[src/rtl/multicycle_control_if.sv]
// Control bundle between the multi-cycle control FSM and the shared datapath /
// unified memory. The controller drives the strobes and selects; the IR opcode
// field and the memory completion flag come back in.
//
// Handshake: mem_req is raised by the controller and held, together with every
// other control output, until a cycle in which mem_ready=1; that cycle completes
// the access. mem_ready seen while mem_req=0 carries no meaning and is ignored.
interface multicycle_control_if #(
    parameter int CNT_W = 32
);
    logic [6:0]       opcode;
    logic             mem_ready;
    logic             mem_req;
    logic             mem_write;
    logic             i_or_d;
    logic             ir_write;
    logic             pc_write;
    logic             pc_write_cond;
    logic [1:0]       pc_source;
    logic             alu_src_a;
    logic [1:0]       alu_src_b;
    logic [1:0]       alu_op;
    logic [1:0]       mem_to_reg;
    logic             reg_write;
    logic             illegal;
    logic [CNT_W-1:0] instret;

    // Controller side.
    modport master (
        input  opcode, mem_ready,
        output mem_req, mem_write, i_or_d, ir_write, pc_write, pc_write_cond,
               pc_source, alu_src_a, alu_src_b, alu_op, mem_to_reg, reg_write,
               illegal, instret
    );

    // Datapath / memory side.
    modport slave (
        output opcode, mem_ready,
        input  mem_req, mem_write, i_or_d, ir_write, pc_write, pc_write_cond,
               pc_source, alu_src_a, alu_src_b, alu_op, mem_to_reg, reg_write,
               illegal, instret
    );
endinterface

[src/rtl/multicycle_control.sv]
// Main control FSM of the multi-cycle RISC-V core. Sequences fetch, decode,
// execute, memory and writeback over the shared datapath, owns the register
// file write strobe, counts retired instructions and stops on illegal opcodes.
// Control outputs are decoded from the state register alone (FETCH additionally
// qualifies ir_write/pc_write with mem_ready) and are forced low while rst_n is
// low so that an aborted access drops immediately.
module multicycle_control #(
    parameter int CNT_W           = 32,
    parameter bit HALT_ON_ILLEGAL = 1'b1
) (
    input  logic                       clk,
    input  logic                       rst_n,
    multicycle_control_if.master       bus,
    output logic [3:0]                 state_dbg
);
    localparam logic [6:0] OP_LOAD   = 7'b0000011;
    localparam logic [6:0] OP_STORE  = 7'b0100011;
    localparam logic [6:0] OP_R      = 7'b0110011;
    localparam logic [6:0] OP_I      = 7'b0010011;
    localparam logic [6:0] OP_BRANCH = 7'b1100011;
    localparam logic [6:0] OP_JAL    = 7'b1101111;

    typedef enum logic [3:0] {
        S_FETCH  = 4'd0,
        S_DECODE = 4'd1,
        S_MEMADR = 4'd2,
        S_MEMRD  = 4'd3,
        S_MEMWR  = 4'd4,
        S_LDWB   = 4'd5,
        S_EXEC_R = 4'd6,
        S_EXEC_I = 4'd7,
        S_ALUWB  = 4'd8,
        S_BRANCH = 4'd9,
        S_JAL    = 4'd10,
        S_HALT   = 4'd11
    } state_t;

    state_t           state;
    logic [CNT_W-1:0] instret_q;
    logic             illegal_q;

    // State sequencing, retired-instruction counter and sticky illegal flag.
    always_ff @(posedge clk or negedge rst_n) begin
        if (!rst_n) begin
            state     <= S_FETCH;
            instret_q <= '0;
            illegal_q <= 1'b0;
        end else begin
            case (state)
                S_FETCH:  if (bus.mem_ready) state <= S_DECODE;
                S_DECODE: begin
                    case (bus.opcode)
                        OP_LOAD, OP_STORE: state <= S_MEMADR;
                        OP_R:              state <= S_EXEC_R;
                        OP_I:              state <= S_EXEC_I;
                        OP_BRANCH:         state <= S_BRANCH;
                        OP_JAL:            state <= S_JAL;
                        default: begin
                            if (HALT_ON_ILLEGAL) begin
                                state     <= S_HALT;
                                illegal_q <= 1'b1;
                            end else begin
                                // Illegal opcode retires as a NOP.
                                state     <= S_FETCH;
                                instret_q <= instret_q + CNT_W'(1);
                            end
                        end
                    endcase
                end
                // IR is stable, so the opcode is simply looked at again here.
                S_MEMADR: state <= (bus.opcode == OP_STORE) ? S_MEMWR : S_MEMRD;
                S_MEMRD:  if (bus.mem_ready) state <= S_LDWB;
                S_MEMWR: begin
                    if (bus.mem_ready) begin
                        state     <= S_FETCH;
                        instret_q <= instret_q + CNT_W'(1);
                    end
                end
                S_EXEC_R, S_EXEC_I: state <= S_ALUWB;
                S_LDWB, S_ALUWB, S_BRANCH, S_JAL: begin
                    state     <= S_FETCH;
                    instret_q <= instret_q + CNT_W'(1);
                end
                S_HALT:   state <= S_HALT;
                default:  state <= S_FETCH;
            endcase
        end
    end

    // Moore control decode; everything low during reset.
    always_comb begin
        bus.mem_req       = 1'b0;
        bus.mem_write     = 1'b0;
        bus.i_or_d        = 1'b0;
        bus.ir_write      = 1'b0;
        bus.pc_write      = 1'b0;
        bus.pc_write_cond = 1'b0;
        bus.pc_source     = 2'd0;
        bus.alu_src_a     = 1'b0;
        bus.alu_src_b     = 2'd0;
        bus.alu_op        = 2'b00;
        bus.mem_to_reg    = 2'd0;
        bus.reg_write     = 1'b0;
        if (rst_n) begin
            case (state)
                S_FETCH: begin
                    bus.mem_req   = 1'b1;
                    bus.alu_src_b = 2'd1;
                    bus.ir_write  = bus.mem_ready;
                    bus.pc_write  = bus.mem_ready;
                end
                S_DECODE: bus.alu_src_b = 2'd2;
                S_MEMADR: begin
                    bus.alu_src_a = 1'b1;
                    bus.alu_src_b = 2'd2;
                end
                S_MEMRD: begin
                    bus.mem_req = 1'b1;
                    bus.i_or_d  = 1'b1;
                end
                S_MEMWR: begin
                    bus.mem_req   = 1'b1;
                    bus.mem_write = 1'b1;
                    bus.i_or_d    = 1'b1;
                end
                S_LDWB: begin
                    bus.reg_write  = 1'b1;
                    bus.mem_to_reg = 2'd1;
                end
                S_EXEC_R: begin
                    bus.alu_src_a = 1'b1;
                    bus.alu_op    = 2'b10;
                end
                S_EXEC_I: begin
                    bus.alu_src_a = 1'b1;
                    bus.alu_src_b = 2'd2;
                    bus.alu_op    = 2'b10;
                end
                S_ALUWB: bus.reg_write = 1'b1;
                S_BRANCH: begin
                    bus.alu_src_a     = 1'b1;
                    bus.alu_op        = 2'b01;
                    bus.pc_write_cond = 1'b1;
                    bus.pc_source     = 2'd1;
                end
                S_JAL: begin
                    // PC already holds old PC + 4, which is the link value.
                    bus.reg_write  = 1'b1;
                    bus.mem_to_reg = 2'd2;
                    bus.pc_write   = 1'b1;
                    bus.pc_source  = 2'd1;
                end
                default: ;
            endcase
        end
    end

    assign bus.instret = instret_q;
    assign bus.illegal = illegal_q;
    assign state_dbg   = state;
endmodule
[src/flat_wrapper.sv]
// flat-port wrapper written by rule: the top's interface ports become plain ports
module multicycle_control_flat 
#(
    parameter int CNT_W           = 32,
    parameter bit HALT_ON_ILLEGAL = 1'b1
)
  (clk, rst_n, state_dbg, bus_opcode, bus_mem_ready, bus_mem_req, bus_mem_write, bus_i_or_d, bus_ir_write, bus_pc_write, bus_pc_write_cond, bus_pc_source, bus_alu_src_a, bus_alu_src_b, bus_alu_op, bus_mem_to_reg, bus_reg_write, bus_illegal, bus_instret);
  multicycle_control_if #(.CNT_W(CNT_W)) bus_i ();
  input  logic clk;
  input  logic rst_n;
  output logic [3:0] state_dbg;
  input wire logic [$bits(bus_i.opcode)-1:0] bus_opcode;
  input wire logic [$bits(bus_i.mem_ready)-1:0] bus_mem_ready;
  output wire logic [$bits(bus_i.mem_req)-1:0] bus_mem_req;
  output wire logic [$bits(bus_i.mem_write)-1:0] bus_mem_write;
  output wire logic [$bits(bus_i.i_or_d)-1:0] bus_i_or_d;
  output wire logic [$bits(bus_i.ir_write)-1:0] bus_ir_write;
  output wire logic [$bits(bus_i.pc_write)-1:0] bus_pc_write;
  output wire logic [$bits(bus_i.pc_write_cond)-1:0] bus_pc_write_cond;
  output wire logic [$bits(bus_i.pc_source)-1:0] bus_pc_source;
  output wire logic [$bits(bus_i.alu_src_a)-1:0] bus_alu_src_a;
  output wire logic [$bits(bus_i.alu_src_b)-1:0] bus_alu_src_b;
  output wire logic [$bits(bus_i.alu_op)-1:0] bus_alu_op;
  output wire logic [$bits(bus_i.mem_to_reg)-1:0] bus_mem_to_reg;
  output wire logic [$bits(bus_i.reg_write)-1:0] bus_reg_write;
  output wire logic [$bits(bus_i.illegal)-1:0] bus_illegal;
  output wire logic [$bits(bus_i.instret)-1:0] bus_instret;
  assign bus_i.opcode = bus_opcode;
  assign bus_i.mem_ready = bus_mem_ready;
  assign bus_mem_req = bus_i.mem_req;
  assign bus_mem_write = bus_i.mem_write;
  assign bus_i_or_d = bus_i.i_or_d;
  assign bus_ir_write = bus_i.ir_write;
  assign bus_pc_write = bus_i.pc_write;
  assign bus_pc_write_cond = bus_i.pc_write_cond;
  assign bus_pc_source = bus_i.pc_source;
  assign bus_alu_src_a = bus_i.alu_src_a;
  assign bus_alu_src_b = bus_i.alu_src_b;
  assign bus_alu_op = bus_i.alu_op;
  assign bus_mem_to_reg = bus_i.mem_to_reg;
  assign bus_reg_write = bus_i.reg_write;
  assign bus_illegal = bus_i.illegal;
  assign bus_instret = bus_i.instret;
  multicycle_control #(.CNT_W(CNT_W), .HALT_ON_ILLEGAL(HALT_ON_ILLEGAL)) u_core (.clk(clk), .rst_n(rst_n), .bus(bus_i), .state_dbg(state_dbg));
endmodule
[config.mk]
export PLATFORM = sky130hd
export DESIGN_NAME = multicycle_control_flat
export DESIGN_NICKNAME = d
export VERILOG_FILES = /design/src/rtl/multicycle_control_if.sv /design/src/rtl/multicycle_control.sv /design/src/flat_wrapper.sv
export SDC_FILE = /design/constraint.sdc
export NUM_CORES = 1
export LEC_CHECK = 0
export BUFFER_PORTS_ARGS = -buffer_cell sky130_fd_sc_hd__buf_2
export CORE_ASPECT_RATIO = 1.75
export CORE_UTILIZATION = 35
export DETAILED_ROUTE_END_ITERATION = 10
export PLACE_DENSITY_LB_ADDON = 0.25
export SYNTH_ARGS = -nofsm -noshare
export SYNTH_HDL_FRONTEND = slang
export SYNTH_SLANG_ARGS = --single-unit
[constraint.sdc]
create_clock -name clk -period 1.6 [get_ports clk]
set_clock_uncertainty 0.05 [all_clocks]
set_input_delay 0.32 -clock clk [delete_from_list [all_inputs] [get_ports clk]]
set_output_delay 0.32 -clock clk [all_outputs]
set_load 0.01 [all_outputs]
### Word level (Yosys, flattened, before mapping)

Index checks and enable logic that the tools add are counted.

* equality and inequality tests: 20
* $add $sub $neg: 1
* bitwise operators: 1
* muxes and demuxes: 32
* reduce and logical (&&, ||, !) cells: 15

Operators with widths (count)
* $pmux 32 s2: 1
* $add 32x1->32 const B: 1
* $mux 32: 1
* $pmux 4 s7: 1
* $pmux 4 s5: 1
* $eq 4x3->1 const B: 4
* $eq 4x4->1 const B: 4
* $mux 1: 16
* $eq 7x6->1 const B: 2
* $eq 7x7->1 const B: 2
* $mux 4: 3
* $pmux 2 s2: 3
* $reduce_or 3->1: 3
* $eq 4x2->1 const B: 2
* $mux 2: 4
* $reduce_or 2->1: 4
* $reduce_or 4->1: 2
* $eq 7x2->1 const B: 1
* $eq 7x5->1 const B: 1
* $ne 2x2->1 const B: 3
* $reduce_or 6->1: 1
* $eq 4x1->1 const B: 1
* $logic_not 4->1: 1
* $reduce_and 2->1: 2
* other kinds (5): 5

* input bits: 10
* flip-flop bits (word level): 37
* output and inout port bits: 53
* word-level logic and storage cells: 72

### Logic depth before layout (Yosys ltp)

Gate-level depths: netlist of run 1.

* depth in word-level cells: 4
* mapped depth: 6
* depth with buffers taken out: 5

### Least setup slack after synthesis of run 1

OpenSTA, ideal clock, no wires.

* path type: register to output
* start point: reg u_core.state[2], in the netlist u_core.state_dbg[2]
* end point: out bus_mem_req
* path slack: -0.343 ns
* cell stages (with the launch flop): 5
* arrival: 1.573 ns
* required time: 1.230 ns
* cell sequence: dfrtp_1 -> clkbuf_1 -> or3b_2 -> a21oi_1 -> or2_2

* word-level cells in the longest chain between the ends: 4

RTL lines
* from (decl): RTL line multicycle_control.sv:38 `state_t state;`
* from (signal assigned): RTL line multicycle_control.sv:71 `S_MEMADR: state <= (bus.opcode == OP_STORE) ? S_MEMWR : S_MEMRD;`
* $eq 4x2->1 (tied with other cells): RTL line multicycle_control.sv:105 `case (state)`
* $reduce_or 3->1 (no line) (*)
* $mux 1 (*): RTL line multicycle_control.sv:105
* $mux 1 (*): RTL line multicycle_control.sv:104 `if (rst_n) begin`
* to (decl): RTL line flat_wrapper.sv:14 `output wire logic [$bits(bus_i.mem_req)-1:0] bus_mem_req;`

Every way passes the cells marked *; elsewhere a longest branch is shown, timed or not.

### Final worst setup path of run 1

* start point: reg u_core.state[1], in the netlist u_core.state_dbg[1]
* end point: out bus_reg_write

* word-level cells in the longest chain between the ends: 4

RTL lines
* $eq 4x3->1 or $eq 4x4->1 (tied branches): RTL line multicycle_control.sv:105
* $reduce_or 3->1 (no line) (*)
* $mux 1 (*): RTL line multicycle_control.sv:105
* $mux 1 (*): RTL line multicycle_control.sv:104
* to (decl): RTL line flat_wrapper.sv:25 `output wire logic [$bits(bus_i.reg_write)-1:0] bus_reg_write;`

Marks and branches as above.

==> impl_results.md, run 1 <==
- Status: finished with violations
- Failing checks: negative setup slack
- Die outline width: 60.64 um
- Int Pwr: 3.226 mW
- Synth Instances: 223
- Pin count of the biggest net entering global routing: 22
- Ports: 63
- Leak: 2.072 nW
- Mapped cell area: 2106 um2
- RSZ-0062 raised after global routing: yes
- First-pass GRT wire length: 10.85 mm
- #FFs+latches synth: 37
- Placed Instances: 418
- Layout cells sized above 1: 63.56%
- FF+latch area: 930.9 um2
- Number of global-route vias before repair: 2282
- # hold bufs at CTS: 0
- Setup CP Type: reg2out
- Worst reg2reg path startpoint: u_core.state_dbg[1]
- Diode count: 0
- Final period util: 127.3%
- Post-synthesis adder-cell area fraction: 0.5942%
- Routed len/inst: 16.25 um
- I/O Buffers: 61
- Core area: 5833 um2
- Syn nets: 234
- Fmax: 491.0 MHz
- Combinational share of power: 59.8%
- DRC Markers: 0
- Num CTS Buffers: 5
- Slack of the critical path: -0.4366 ns
- Hold Fails Final Rpt: 0
- Net Sw Frac: 37.00%
- Main combinational cell family by area after synthesis: simple AND/OR/NAND/NOR gates
- Final Core Density: 68.19%
- GP Congestion: 0.8972
- DR vias/cell: 5.132
- Drt initial violations: 101
- Register area share after synthesis: 43.97%
- FP Rows: 37
- Total Routing Usage GR: 23.05%
- Critical path launch point type: flop
- Gr ovfl total: 0
- Seq pwr share: 23.7%
- Clock Path Buffers: 2
- CP max FO: 4
- Initial antenna violation count: 0
- Fin nets: 386
- Flop2flop setup slack: -0.25 ns
- Clock share of power: 16.5%
- Final setup viols: 50
- TritonCTS clock tree: built
- Filler Cells Inserted: 438
- Worst setup EP type: output pin
- Final wirelength: 7.377 mm
- Total number of vias: 2330
- Synth Area in Simple Gates: 29.53%
- Power, Total: 5.120 mW
- Area delta synth->final: 88.89%
- Pwr Density: 1287 nW/um2
- Synth Warn #: 0
- Mux share of post-synthesis cell area: 1.010%
- DP HPWL: 4.609 mm
- Max_cap viols: 0
- Worst skew pair latency: 0.29 ns
- Clock-pin slew on the worst setup and hold paths: 0.08 ns
- Psw: 1.895 mW
- Final worst path period need: 2.037 ns
- CTS root buf: clkbuf_8
- R2R depth: 8
- Synth cell types: 45
- Syn avg cell area: 9.443 um2
- Hold/Removal Path Class: in2async
- Final cell count without fillers: 454
- Placement Setup Slack: -0.2239 ns
- First-pass iteration count of the detailed router: 4
- Die height: 104.6 um
- Post-Synth XOR/XNOR Area: 13.73%
- R2R Path End: u_core.bus.instret[13]
- CTS Sinks: 37
- Antenna viol nets, final: 0
- Initial core utilization: 36.10%
- H-tree depth: 2
- Slew Limit Fails: 0
- Area of the die: 6343 um2
- Worst IR Drop VDD: 0.9184 mV
- CP arrival: 1.67 ns
- Compound-Gate Fraction of Synth Area: 7.427%
- Area of the multi-input gates: 1608 um2
- Critical path required time: 1.23 ns
[critical path, stage by stage, from the launching register on]
cell,delay (ns)
dfrtp_2,0.44
buf_4,0.15
buf_4,0.14
nor2b_4,0.14
nand2_1,0.08
o21ai_1,0.11
and2_1,0.18
buf_2,0.14
[stage by stage]
step                      cell area [um2]  hold slack [ns]  setup TNS [ns]
after floorplan                      2221         -0.02559          -2.916
after global placement               3039           0.3420          -2.941
after detailed placement             3039           0.3339          -3.788
after CTS                            3705          0.05376          -8.053
after global routing                 3978          0.09100          -12.10
final                                3978          0.06619          -9.490
[cell type report]
type | count | area share (%)
repair buffers | 154 | 29.95
clock buffers | 6 | 2.076
inverters | 8 | 0.7550
flip-flops and latches | 37 | 23.40
clock inverters | 2 | 0.9437
multi-input cells | 169 | 40.42
well taps | 78 | 2.454
[layout by cell type (no fill, tap or decap), types with 5 or more instances in the layout]
| cell type | instances |
|---|---|
| clkbuf_8 | 6 |
| nor4_4 | 7 |
| buf_6 | 36 |
| nand2b_4 | 5 |
| inv_1 | 8 |
| nor2_2 | 5 |
| xor2_1 | 21 |
| nor3_4 | 5 |
| nand3_1 | 7 |
| nor2_4 | 8 |
| nand2_1 | 15 |
| dfrtp_1 | 33 |
| nor3_2 | 6 |
| buf_2 | 51 |
| xnor2_1 | 8 |
| buf_4 | 64 |
| nor2_1 | 5 |
[registers in the layout, summed over array words and instances, names as in the netlist]
signal              flops
u_core.bus.instret     32
u_core.state_dbg        4
u_core.bus.illegal      1
[synthesized netlist by cell type (all sizes together)]
cell type  number  area [um2]
a31oi           1       6.260
clkbuf          6       22.52
nand4           4       31.28
nand3          10       50.05
o22ai           2       12.51
and3            4       25.02
and2            4       25.02
mux2            1       11.26
nand2          17       63.81
nor2b           3       18.77
ha              1       12.51
nor4            8       75.07
or3b            1       8.760
o21ai           5       25.02
buf             3       22.52
and4            2       17.52
inv             8       30.03
or3             1       6.260
xnor2          12       105.1
dfrtp          37       925.9
and4b           1       10.01
nand2b          7       43.79
xor2           21       183.9
nand3b          4       30.03
nor3b           1       12.51
mux2i           1       10.01
o2111ai         3       32.53
a21o            1       7.510
nor4b           1       15.01
a31o            1       8.760
or2             5       31.28
and2b           1       7.510
or4             1       7.510
nor2           18       67.56
nor3           15       75.07
a22oi           2       15.01
conb            1       3.750
o31a            1       8.760
a21oi           8       40.04
[worst max-delay path by stage]
stage	from	end
finish	u_core.state_dbg[1]	bus_reg_write
global route	u_core.state_dbg[1]	bus_reg_write
CTS	u_core.state_dbg[0]	bus_mem_req
detailed placement	u_core.state_dbg[3]	u_core.bus.instret[30]
global placement	u_core.state_dbg[3]	u_core.bus.instret[30]
floorplan	u_core.state_dbg[3]	u_core.bus.instret[7]
[power by group through the flow]
| stage | clock (mW) | sequential, mW | combinational, mW |
|---|---|---|---|
| floorplan | 0 | 1.24 | 0.968 |
| global placement | 0 | 1.21 | 1.85 |
| finish | 0.847 | 1.21 | 3.06 |
| CTS | 0.860 | 1.19 | 2.59 |
| detailed placement | 0 | 1.21 | 1.87 |
| global route | 0.887 | 1.22 | 3.27 |
[cell families (layout without fill, tap and decap cells)]
kind of cell | count (synthesis) | count (layout)
AO/OA/AOI/OAI | 24 | 24
XOR/XNOR | 33 | 33
adder cells (fa/ha/maj) | 1 | 1
buffers and inverters | 17 | 170
flip-flops | 37 | 37
multiplexers | 2 | 2
other | 1 | 1
AND/OR/NAND/NOR | 108 | 108
[per-layer routing]
layer / vias to the layer above / routed length, um / global-route usage, %
li1: 1081 / - / -
met1: 1153 / 2549 / 23.62
met2: 76 / 4342 / 44.19
met3: 20 / 223 / 2.475
met4: 0 / 262 / 9.091
met5: - / 0 / 0
[what timing repair did]
action,CTS,global route
gates resized for setup,81,43
pin swaps,28,12
cloned,2,0
setup buffers,17,10
endpoints found under the setup margin,45,52
No activity file was read; power rests on OpenSTA's default activity.
==> run 2: changes to the inputs <==
--- a/config.mk
+++ b/config.mk
@@ -8,8 +8,10 @@
 export BUFFER_PORTS_ARGS = -buffer_cell sky130_fd_sc_hd__buf_2
 export CORE_ASPECT_RATIO = 1.75
 export CORE_UTILIZATION = 35
+export CTS_BUF_LIST = sky130_fd_sc_hd__clkbuf_4 sky130_fd_sc_hd__clkbuf_8
 export DETAILED_ROUTE_END_ITERATION = 10
 export PLACE_DENSITY_LB_ADDON = 0.25
+export SKIP_LAST_GASP = 1
 export SYNTH_ARGS = -nofsm -noshare
 export SYNTH_HDL_FRONTEND = slang
 export SYNTH_SLANG_ARGS = --single-unit
==> run 2 against run 1 <==
- the flow still finishes with violations (negative setup slack)
- total power fell by 0.36%
- clock power barely moved
- cell count fell by 0.44%
- sequential share of layout area rose by 0.19 points
- design area fell by 0.82%
- die area did not move
- non-clock buffer count fell by 2
- clock-buffer cell count did not move
- combinational power barely moved
- first-iteration DRC count fell by 29%
- core utilization fell by 0.56 points
- highest routed layer unchanged
==> impl_results.md, run 2 (synthesis results as in run 1) <==
- FP Rows: 37 (unchanged)
- Commonest non-fill, non-tap cell in the layout: buf_4
- Pwr Density: 1293 nW/um2 (+0.46%)
- Hold Fails Final Rpt: 0 (unchanged)
- DP HPWL: 4.609 mm (unchanged)
- Final setup viols: 50 (unchanged)
- Critical path launch point type: flop
- Final worst path period need: 2.061 ns (+0.02433 ns)
- Placed Instances: 418 (unchanged)
- Gr ovfl total: 0 (unchanged)
- Area delta synth->final: 87.34%
- Cell area after placement: 3039 um2 (unchanged)
- Worst setup EP type: output pin
- Drt initial violations: 72 (-29%)
- Layout cells sized above 1: 63.10% (-0.46 points)
- Hold/Removal Path Class: in2async
- Fmax: 485.2 MHz (-1.2%)
- H-tree depth: 2 (unchanged)
- Initial core utilization: 36.10% (unchanged)
- Setup CP Type: reg2out
- Met1 Wirelength: 2.531 mm (-0.71%)
- Worst reg2reg path startpoint: u_core.state_dbg[1]
- Worst skew pair latency: 0.29 ns (about the same)
- Leak: 2.053 nW (-0.92%)
- Hold slack: 0.06038 ns (-0.005804 ns)
- Routed len/inst: 16.10 um (-0.92%)
- Pin count of the biggest net entering global routing: 22 (unchanged)
- First-pass iteration count of the detailed router: 4 (unchanged)
- Failing checks: negative setup slack
- Die outline width: 60.64 um (unchanged)
- R2R depth: 8 (unchanged)
- CP arrival: 1.69 ns (+0.02 ns)
- DR vias/cell: 5.073 (-1.2%)
- Initial antenna violation count: 0 (unchanged)
- Fin nets: 384 (-0.52%)
- Clock-pin slew on the worst setup and hold paths: 0.08 ns (about the same)
- Highest metal used: met4
- Final period util: 128.8% (+1.5 points)
- Final cell count without fillers: 452 (-0.44%)
- Num CTS Buffers: 5 (unchanged)
- I/O Buffers: 61 (unchanged)
- R2R Path End: u_core.bus.instret[3]
- Largest register FFs: 32 (unchanged)
- TritonCTS clock tree: built
- Max_cap viols: 0 (unchanged)
- RSZ-0062 raised after global routing: yes
- Final Core Density: 67.63% (-0.56 points)
- Area of the die: 6343 um2 (unchanged)
- CTS root buf: clkbuf_8
- Slack of the critical path: -0.4610 ns (-0.02433 ns)
- Commonest cells after routing, fill and taps aside: buf_4, buf_2, buf_6, dfrtp_1, xor2_1
- Total number of vias: 2293 (-1.6%)
- Status: finished with violations
- Routed wl met2: 4.300 mm (-0.97%)
- First-pass GRT wire length: 10.78 mm (-0.57%)
- Met3 WL: 200 um (-10%)
- # hold bufs at CTS: 0 (unchanged)
- Final Cell Area: 3945 um2 (-0.82%)
- Final wirelength: 7.277 mm (-1.4%)
- Total Routing Usage GR: 22.80% (-0.25 points)
- Flop2flop setup slack: -0.25 ns (about the same)
- Antenna viol nets, final: 0 (unchanged)
- Worst IR Drop VDD: 0.9183 mV (about the same)
- Clock Path Buffers: 2 (unchanged)
- CTS Sinks: 37 (unchanged)
- Diode count: 0 (unchanged)
- Critical path required time: 1.23 ns (about the same)
- GP Congestion: 0.8972 (unchanged)
- CP max FO: 4 (unchanged)
- Core area: 5833 um2 (unchanged)
- Ports: 63 (unchanged)
- Number of global-route vias before repair: 2291 (+0.39%)
- DRC Markers: 0 (unchanged)
- Slew Limit Fails: 0 (unchanged)
- Setup TNS: -9.333 ns (+0.1565 ns)
- Die height: 104.6 um (unchanged)
## run 2: power by group
group / leakage (nW) / switching (mW) / internal (mW)
logic: 1.52 / 1.39 / 1.66
clock network: 0.0574 / 0.344 / 0.507
registers: 0.472 / 0.151 / 1.06
## run 2: metal layers
layer	track usage, %	vias to the layer above
li1	-	1073
met1	23.46	1137
met2	43.25	66
met3	2.599	17
met4	9.578	0
met5	0	-
## run 2: worst max-delay path, stage by stage (launching register included)
cell and delay, ns:
dfrtp_2 0.43, buf_4 0.15, buf_4 0.14, nor2b_4 0.14, nand2_1 0.08, o21ai_1 0.12
and2_1 0.19, buf_2 0.15
## run 2: what timing repair did
| item | in CTS | in global routing |
|---|---|---|
| pin swaps | 27 | 13 |
| endpoints found under the setup margin | 45 | 52 |
| setup buffers | 17 | 8 |
| cloned | 2 | 0 |
| resized for setup | 77 | 43 |
## run 2: final cells by class
cell class,instances,area (um2)
Fill cell,440,1888
Multi-Input combinational cell,169,1598
Timing Repair Buffer,152,1169
Sequential cell,37,930.9
Tap cell,78,97.59
Clock buffer,6,82.58
Clock inverter,2,37.54
Inverter,8,30.03
## run 2: worst max path at each step
stage          slack (ns)                start                endpoint
6_report            -0.46  u_core.state_dbg[1]           bus_reg_write
5_1_grt             -0.51  u_core.state_dbg[1]           bus_reg_write
4_1_cts             -0.39  u_core.state_dbg[0]             bus_mem_req
3_5_place_dp        -0.22  u_core.state_dbg[3]  u_core.bus.instret[30]
3_3_place_gp        -0.17  u_core.state_dbg[3]  u_core.bus.instret[30]
2_1_floorplan       -0.16  u_core.state_dbg[3]   u_core.bus.instret[7]
## run 2: stage by stage
step	setup slack [ns]	power, mW
after floorplan	-0.1613	2.204
after global placement	-0.1665	3.057
after detailed placement	-0.2239	3.082
after CTS	-0.3879	4.611
after global routing	-0.5053	5.362
final	-0.4610	5.102
